[src/rtl/core_pkg.sv]
// Shared definitions for the 16-bit core pipeline.
//   wb_sel_e    : writeback source select encoding
//   wb_state_e  : writeback stage FSM states
//   CORE_DATA_W : default datapath width
package core_pkg;

  localparam int CORE_DATA_W = 16;

  typedef enum logic [1:0] {
    WB_ALU = 2'd0,
    WB_RD1 = 2'd1,
    WB_MEM = 2'd2,
    WB_EXT = 2'd3
  } wb_sel_e;

  typedef enum logic {
    IDLE     = 1'b0,
    WAIT_MEM = 1'b1
  } wb_state_e;

endpackage

[src/rtl/wb_resp_buf.sv]
// One-entry buffer for memory read responses that arrive before their load.
//   push/din  : store a response (ignored with overflow flagged if full and not popped)
//   pop       : consume the stored response
//   full/dout : buffer occupancy and stored data
//   overflow  : sticky, a response was dropped; cleared only by reset
module wb_resp_buf #(
  parameter int DATA_W = 16
) (
  input  logic              clk,
  input  logic              rst_n,
  input  logic              push,
  input  logic              pop,
  input  logic [DATA_W-1:0] din,
  output logic              full,
  output logic [DATA_W-1:0] dout,
  output logic              overflow
);

  always_ff @(posedge clk or negedge rst_n) begin
    if (!rst_n) begin
      full     <= 1'b0;
      dout     <= '0;
      overflow <= 1'b0;
    end else begin
      // pop and push together refill the entry, so it stays full
      if (push && (!full || pop)) begin
        full <= 1'b1;
        dout <= din;
      end else if (pop) begin
        full <= 1'b0;
      end
      if (push && full && !pop) overflow <= 1'b1;
    end
  end

endmodule

[src/rtl/wb_stage.sv]
// Registered writeback stage: selects ALU / rs / load / immediate data and
// drives the register-file write port one cycle after accept. Loads may wait
// for a variable-latency memory response (WAIT_MEM, in_ready low); a response
// arriving while idle is held in a one-entry buffer for the next load.
// Ports:
//   in_valid/in_ready       : upstream handshake
//   in_regwrite, in_rd      : destination control
//   in_sel                  : 0 ALU, 1 rd1, 2 memory, 3 ext_imm
//   in_alu, in_rd1, in_ext  : candidate write data
//   mem_rvalid, mem_rdata   : memory read response (one-cycle pulse)
//   rf_we/rf_waddr/rf_wdata : registered register-file write port
//   err_overflow            : sticky, early response dropped (buffer full)
//   err_timeout             : sticky, load abandoned after MEM_TIMEOUT waits
// Optional macro WB_FWD_EN adds fwd_valid/fwd_addr/fwd_data: the write that
// will be registered on the coming edge, for decode-stage bypass.
module wb_stage
  import core_pkg::*;
#(
  parameter int DATA_W      = CORE_DATA_W,
  parameter int REG_ADDR_W  = 3,
  parameter int MEM_TIMEOUT = 15
) (
  input  logic                  clk,
  input  logic                  rst_n,
  input  logic                  in_valid,
  output logic                  in_ready,
  input  logic                  in_regwrite,
  input  logic [REG_ADDR_W-1:0] in_rd,
  input  logic [1:0]            in_sel,
  input  logic [DATA_W-1:0]     in_alu,
  input  logic [DATA_W-1:0]     in_rd1,
  input  logic [DATA_W-1:0]     in_ext,
  input  logic                  mem_rvalid,
  input  logic [DATA_W-1:0]     mem_rdata,
  output logic                  rf_we,
  output logic [REG_ADDR_W-1:0] rf_waddr,
  output logic [DATA_W-1:0]     rf_wdata,
  output logic                  err_overflow,
  output logic                  err_timeout
`ifdef WB_FWD_EN
  ,
  output logic                  fwd_valid,
  output logic [REG_ADDR_W-1:0] fwd_addr,
  output logic [DATA_W-1:0]     fwd_data
`endif
);

  localparam int CNT_W = (MEM_TIMEOUT > 0) ? $clog2(MEM_TIMEOUT + 1) : 1;

  wb_state_e             state, state_nxt;
  wb_sel_e               sel;
  logic                  accept, load_acc, load_stall, timeout_hit;
  logic                  buf_full, buf_push, buf_pop;
  logic [DATA_W-1:0]     buf_data, src_data;
  logic [CNT_W-1:0]      cnt, cnt_inc;
  logic                  pend_we;
  logic [REG_ADDR_W-1:0] pend_rd;
  logic                  we_nxt;
  logic [REG_ADDR_W-1:0] waddr_nxt;
  logic [DATA_W-1:0]     wdata_nxt;

  assign sel        = wb_sel_e'(in_sel);
  assign in_ready   = (state == IDLE);
  assign accept     = in_valid && in_ready;
  assign load_acc   = accept && (sel == WB_MEM);
  // load with no data available yet: buffer empty and no response this cycle
  assign load_stall = load_acc && !buf_full && !mem_rvalid;
  assign cnt_inc    = cnt + 1'b1;
  assign timeout_hit = (MEM_TIMEOUT > 0) && (cnt_inc == CNT_W'(MEM_TIMEOUT));

  // buffered response takes priority over a same-cycle response
  always_comb begin
    src_data = in_alu;
    case (sel)
      WB_ALU:  src_data = in_alu;
      WB_RD1:  src_data = in_rd1;
      WB_MEM:  src_data = buf_full ? buf_data : mem_rdata;
      WB_EXT:  src_data = in_ext;
      default: src_data = in_alu;
    endcase
  end

  // state register
  always_ff @(posedge clk or negedge rst_n) begin
    if (!rst_n) state <= IDLE;
    else        state <= state_nxt;
  end

  // next state
  always_comb begin
    state_nxt = state;
    case (state)
      IDLE:     if (load_stall) state_nxt = WAIT_MEM;
      WAIT_MEM: if (mem_rvalid || timeout_hit) state_nxt = IDLE;
      default:  state_nxt = IDLE;
    endcase
  end

  // outputs: next write and buffer control
  always_comb begin
    we_nxt    = 1'b0;
    waddr_nxt = rf_waddr;
    wdata_nxt = rf_wdata;
    buf_push  = 1'b0;
    buf_pop   = 1'b0;
    case (state)
      IDLE: begin
        buf_pop  = load_acc && buf_full;
        // an idle response is stored unless a load uses it directly
        buf_push = mem_rvalid && !(load_acc && !buf_full);
        if (accept && !load_stall) begin
          we_nxt = in_regwrite;
          if (in_regwrite) begin
            waddr_nxt = in_rd;
            wdata_nxt = src_data;
          end
        end
      end
      WAIT_MEM: begin
        if (mem_rvalid) begin
          we_nxt = pend_we;
          if (pend_we) begin
            waddr_nxt = pend_rd;
            wdata_nxt = mem_rdata;
          end
        end
      end
      default: ;
    endcase
  end

  always_ff @(posedge clk or negedge rst_n) begin
    if (!rst_n) begin
      rf_we       <= 1'b0;
      rf_waddr    <= '0;
      rf_wdata    <= '0;
      cnt         <= '0;
      pend_we     <= 1'b0;
      pend_rd     <= '0;
      err_timeout <= 1'b0;
    end else begin
      rf_we    <= we_nxt;
      rf_waddr <= waddr_nxt;
      rf_wdata <= wdata_nxt;
      if (state == IDLE) begin
        cnt <= '0;
        if (load_acc) begin
          pend_we <= in_regwrite;
          pend_rd <= in_rd;
        end
      end else if (!mem_rvalid) begin
        cnt <= cnt_inc;
        if (timeout_hit) err_timeout <= 1'b1;
      end
    end
  end

  wb_resp_buf #(.DATA_W(DATA_W)) u_buf (
    .clk      (clk),
    .rst_n    (rst_n),
    .push     (buf_push),
    .pop      (buf_pop),
    .din      (mem_rdata),
    .full     (buf_full),
    .dout     (buf_data),
    .overflow (err_overflow)
  );

`ifdef WB_FWD_EN
  assign fwd_valid = we_nxt;
  assign fwd_addr  = waddr_nxt;
  assign fwd_data  = wdata_nxt;
`endif

endmodule

[config.mk]
export PLATFORM = sky130hd
export DESIGN_NAME = wb_stage
export DESIGN_NICKNAME = d
export VERILOG_FILES = /design/src/rtl/core_pkg.sv /design/src/rtl/wb_resp_buf.sv /design/src/rtl/wb_stage.sv
export SDC_FILE = /design/constraint.sdc
export NUM_CORES = 1
export LEC_CHECK = 0
export CORE_UTILIZATION = 41
export DETAILED_ROUTE_END_ITERATION = 6
export PLACE_DENSITY = 0.77
export SKIP_LAST_GASP = 1
export SYNTH_ARGS = -nofsm -noshare
export SYNTH_HDL_FRONTEND = slang
export SYNTH_SLANG_ARGS = --single-unit
[constraint.sdc]
create_clock -name clk -period 1.91 [get_ports clk]
set_input_delay 0.4775 -clock clk [delete_from_list [all_inputs] [get_ports clk]]
set_output_delay 0.4775 -clock clk [all_outputs]
set_load 0.1 [all_outputs]
Word-level counts from Yosys, hierarchy flattened
Cells that the tools add are included.
{ "word_totals": {"register_bits": 48, "input_bits": 74, "output_inout_bits": 23, "wordCells": 69} }
{ "op_classes": {"n_addsub": 1, "eq_ne": 9, "mux": 24, "bitwise": 2, "n_reduce_logical": 22} }
{ "op_table": {"columns": ["operator", "count"], "rows": [
  ["$mux W16", 5],
  ["$pmux W16 S4", 1],
  ["$pmux W16 S2", 1],
  ["$mux W3", 4],
  ["$logic_and A1 B1 Y1", 10],
  ["$mux W1", 8],
  ["$mux W4", 2],
  ["$ne A2 B1 Y1 const B", 3],
  ["$pmux W3 S2", 1],
  ["$logic_not A1 Y1", 5],
  ["$add A4 B1 Y4 const B", 1],
  ["$eq A2 B2 Y1 const B", 2],
  ["$eq A4 B4 Y1 const B", 1],
  ["$ne A2 B2 Y1 const B", 2],
  ["$pmux W1 S2", 2],
  ["$reduce_and A4 Y1", 1],
  ["$reduce_and A3 Y1", 1],
  ["$eq A2 B1 Y1 const B", 1],
  ["$logic_not A2 Y1", 1],
  ["$logic_or A1 B1 Y1", 2],
  ["$not A1 Y1", 2],
  ["$reduce_and A2 Y1", 1],
  ["$reduce_bool A2 Y1", 1]
]} }

Longest topological paths before layout
{ "logic_depth": {"ltp_word": 9, "ltp_mapped": 7, "depth_no_buf": 4} }

Cells and area by module
From an unflattened synthesis, not the netlist that was laid out.
{ "hier_totals": {"hier_cells": 265, "hier_area_um2": 2795.2} }
{ "modules_own_cells": {"columns": ["mod", "instances", "cells_per_inst", "area_each_um2", "seq_area_each_um2"], "rows": [
  ["wb_stage", 1, 225, 2067.0, 750.7],
  ["wb_resp_buf", 1, 40, 728.2, 450.4]
]} }

Worst setup path after synthesis
OpenSTA, ideal clock, no wires.
{ "synth_timing": {"kind": "reg2reg", "from": "reg state", "to": "reg u_buf.dout[10]", "setup_ns": 0.125, "t_arrival_ns": 2.214, "t_required_ns": 1.785, "path_slack_ns": -0.429, "path_stages_with_launch": 7, "n_path_buf": 2, "synth_period_minus_slack_ns": 2.339, "cell_sequence": "dfrtp_1 > inv_1 > nand2_1 > or3b_1 > buf_6 > buf_6 > mux2_4"} }
{ "synth_via": {"elab_chain_len": 8, "elab_cells_between_ends": 11, "cone_classes": "2 x mux; 1 x bitwise; 8 x reduce/logical"} }
{ "synth_lines": {"columns": ["element", "line", "source"], "rows": [
  ["from (decl)", "wb_stage.sv:50", "wb_state_e state, state_nxt;"],
  ["from (signal assigned)", "wb_stage.sv:86", "else state <= state_nxt;"],
  ["$not A1 Y1 (no line) *", null, null],
  ["named net in_ready", "wb_stage.sv:26", "output logic in_ready,"],
  ["$logic_and A1 B1 Y1 *", "wb_stage.sv:64", "assign accept = in_valid && in_ready;"],
  ["$logic_and A1 B1 Y1 *", "wb_stage.sv:65", "assign load_acc = accept && (sel == WB_MEM);"],
  ["$logic_and A1 B1 Y1", "wb_stage.sv:110", "buf_push = mem_rvalid && !(load_acc && !buf_full);"],
  ["$logic_not A1 Y1", "wb_stage.sv:110", null],
  ["$logic_and A1 B1 Y1", "wb_stage.sv:110", null],
  ["$mux W1", "wb_stage.sv:106", "case (state)"],
  ["$logic_and A1 B1 Y1 *", "wb_resp_buf.sv:26", "if (push && (!full || pop)) begin"],
  ["to (signal assigned)", "wb_resp_buf.sv:28", "dout <= din;"],
  ["to (decl)", "wb_resp_buf.sv:15", "output logic [DATA_W-1:0] dout,"]
]} }
The timed path passes the listed nets; every way through them passes the cells marked *.
A chain may end at the register's enable or synchronous reset.

Worst setup path in the final report
{ "layout_timing": {"from": "reg state", "to": "reg u_buf.dout[7]"} }
{ "layout_via": {"elab_chain_len": 8, "elab_cells_between_ends": 11, "cone_classes": "2 x mux; 1 x bitwise; 8 x reduce/logical"} }
{ "layout_lines": {"columns": ["element", "line"], "rows": [
  ["$not A1 Y1 (no line)", null],
  ["$logic_and A1 B1 Y1", "wb_stage.sv:64"],
  ["$logic_and A1 B1 Y1", "wb_stage.sv:65"],
  ["$logic_and A1 B1 Y1", "wb_stage.sv:110"],
  ["$logic_not A1 Y1", "wb_stage.sv:110"],
  ["$logic_and A1 B1 Y1", "wb_stage.sv:110"],
  ["$mux W1", "wb_stage.sv:106"],
  ["$logic_and A1 B1 Y1 *", "wb_resp_buf.sv:26"]
]} }
Mark *: on every way between the ends. The rest lies on a longest branch, timed or not.

==> results.toml <==
[floorplan]
die_y_um = 82.9
num_rows = 29
ios = 97
core_um2 = 6350
initial_core_util = 0.423
dieWidth_um = 82.9
die-area_um2 = 6870

[global_routing]
track_usage = 0.213
grt_overflow = 0
grt_pass1_vias = 2427
grtUsageMet1 = 0.269
grt.busiest_layer = "met2"
antenna_found_initial = 0
grt_pass1_wl_um = 11800
grt_use_met2 = 0.364
use_met3 = 0.0606
grt_max_degree = 50

[cells_and_area]
diodes = 0
final_cell_mix = "69 x clkdlybuf4s50_1, 48 x dfrtp_1, 35 x mux2i_1"
areaGrowthSynthToFinish_pct = 58.6
drive_gt1_frac = 0.227
finalNonFillerCells = 447
final_common_cell = "clkdlybuf4s50_1"
nets = 446

[route]
drt-initial-drc-count = 111
via_per_inst = 5.41
vias = 2418
wirelength_um = 7230
avgRoutedWirePerCell_um = 16.2
ant_nets = 0
dr.pass1.iters = 4
drc = 0

[place]
io_buffers = 96
gp_congestion = 0.892
post-dp-hpwl_um = 5120
dpl.cell_count = 437

[pwr]
power_density_nw_per_um2 = 868
ir_drop_mv = 0.680
p_leak_nw = 1.92

[timing]
setup_viol_count_final = 0
worstMarginPinSlew_ns = 0.363
slew_viol_final = 0
finClkSkew_ns = 0.00618
rsz0062_at_grt = "yes"
finalCriticalPeriod_ns = 1.87
slew_headroom = 0.757
fmax_ghz = 0.534
hold_ws_ns = 0.147
fin_crit_sh = 0.981
hold_viol = 0

[setup_path]
crit_chain = "and4bb_2 -> or2b_1 -> or3b_4 -> buf_12 -> mux2_4"
crit_type = "flip-flop to flip-flop"
worstPathRequired_ns = 2.10
max_stage_delay_ns = 0.42
rr_startpoint = "state"
crit_end = "u_buf.dout[7]"
path_depth = 5
reg2reg_slack_ns = 0.04
reg2regPathDepth = 5
start_kind = "flip-flop"
crit_family = "simple AND/OR/NAND/NOR gates"
startpoint = "state"
end_kind = "flip-flop"
arrival_ns = 2.06
crit_fanout = 8
rr_endpoint = "u_buf.dout[7]"
cp.buffers_inverters = 1
cpMaxStageDelayCell = "dfrtp_1"

[clocking]
cts_buffers = 5
clk_latency_ns = 0.30
ctsHoldBuffers = 0
cts_tree = "done"
cts.clk_slew.worst_paths_ns = 0.08
clockBufferDepth = 2
ctsHtreeMaxLevel = 2
root_buffer = "clkbuf_8"
cts_sinks = 48

[run]
drv_cap = 0

[yosys]
synth_edf_count = 0
synth.distinct_cells = 32
yosys_warnings = 0
ys_seq_elements = 48
synthCells = 263
syn_area_um2 = 2680
dominantRegCellSynth = "dfrtp_1"
ys_seq_area_frac = 0.448
syn_area_per_cell_um2 = 10.2
synthArstFlopShare = 1.00
synth_fp_nets = 339

[run_status]
status = "finished, final reports clean"

[worst_hold_path]
hold_path_class = "input port to async pin"
layout make-up:
| type | count | area, um^2 |
|---|---|---|
| Clock inverter | 1 | 5.00 |
| Multi-Input combinational cell | 190 | 1400 |
| Tap cell | 77 | 96.3 |
| Inverter | 3 | 15.0 |
| Fill cell | 486 | 2090 |
| Timing Repair Buffer | 122 | 1470 |
| Clock buffer | 6 | 72.6 |
| Sequential cell | 48 | 1200 |
stage by stage:
step / util / setup WS (ns) / area (um^2) / setup TNS, ns / power (mW)
floorplan: - / -0.195 / 2710 / -2.07 / 2.39
global placement: 0.650 / -0.500 / 4130 / -14.86 / 3.09
detailed placement: 0.650 / -0.470 / 4130 / -15.55 / 3.13
CTS: 0.668 / 0.0231 / 4240 / 0 / 3.72
global route: 0.671 / -0.0306 / 4260 / -0.0526 / 3.86
finish: 0.671 / 0.0357 / 4260 / 0 / 3.69
cells by family (layout without fill, tap and decap cells):
group,Yosys count,count (layout),share of synthesized area
AOI/OAI and AO/OA,59,59,0.137
muxes,55,55,0.228
xor gates and xnor gates,4,4,0.0131
DFF,48,48,0.448
adders and majority gates,2,2,0.00932
and+or+nand+nor,70,70,0.121
buffers and inverters,25,132,0.0434
routing by layer:
layer,wire length (um),share of wire
met1,3150,0.44
met2,3560,0.49
met3,470,0.065
met4,48,0.0066
met5,0,0
sequential cells by signal, indices dropped and copies added (netlist names):
register,flops
cnt,4
err_timeout,1
u_buf.overflow,1
u_buf.full,1
pend_we,1
state,1
rf_wdata,16
u_buf.dout,16
rf_we,1
rf_waddr,3
pend_rd,3
report_power, final:
group | total (mW) | leakage, nW | switching [mW] | internal [mW]
clock network | 0.568 | 0.0410 | 0.319 | 0.249
logic | 1.74 | 1.31 | 0.944 | 0.793
registers | 1.39 | 0.564 | 0.167 | 1.22
total | 3.69 | 1.92 | 1.43 | 2.26
worst reg2reg max path: stages, from the launching register on:
cell and delay (ns):
dfrtp_1 0.42, and4bb_2 0.34, or2b_1 0.12, or3b_4 0.42
buf_12 0.17, mux2_4 0.30
worst min path at each step:
stage	from	end	slack, ns
finish	rst_n	rf_we	0.15
global route	rst_n	rf_wdata[14]	0.15
CTS	rst_n	rf_we	0.16
detailed placement	rst_n	rf_we	0.48
global placement	rst_n	rf_we	0.48
floorplan	rst_n	cnt[0]	0.18
repair_timing:
| item | 4_1_cts | 5_1_grt |
|---|---|---|
| pin swaps | 1 | 0 |
| endpoints found under the setup margin | 35 | 23 |
| setup buffers | 1 | 1 |
| gates resized for setup | 5 | 1 |
| endpoints found under the hold margin | 0 | 0 |
| gates cloned | 1 | 0 |
cell usage after synthesis (all sizes together), types with 3 or more instances:
cell    number  area (um^2)
nor2        23         86.3
o21ai       18         90.1
a21oi       21          105
inv          3         11.3
xor2         3         26.3
nor3        16         80.1
mux2i       35          350
mux2        20          263
a221oi      16          140
nor2b        4         25.0
nand2       19         71.3
dfrtp       48         1200
clkbuf      12         45.0
buf         10         60.1
(Power assumes the default switching activity.)
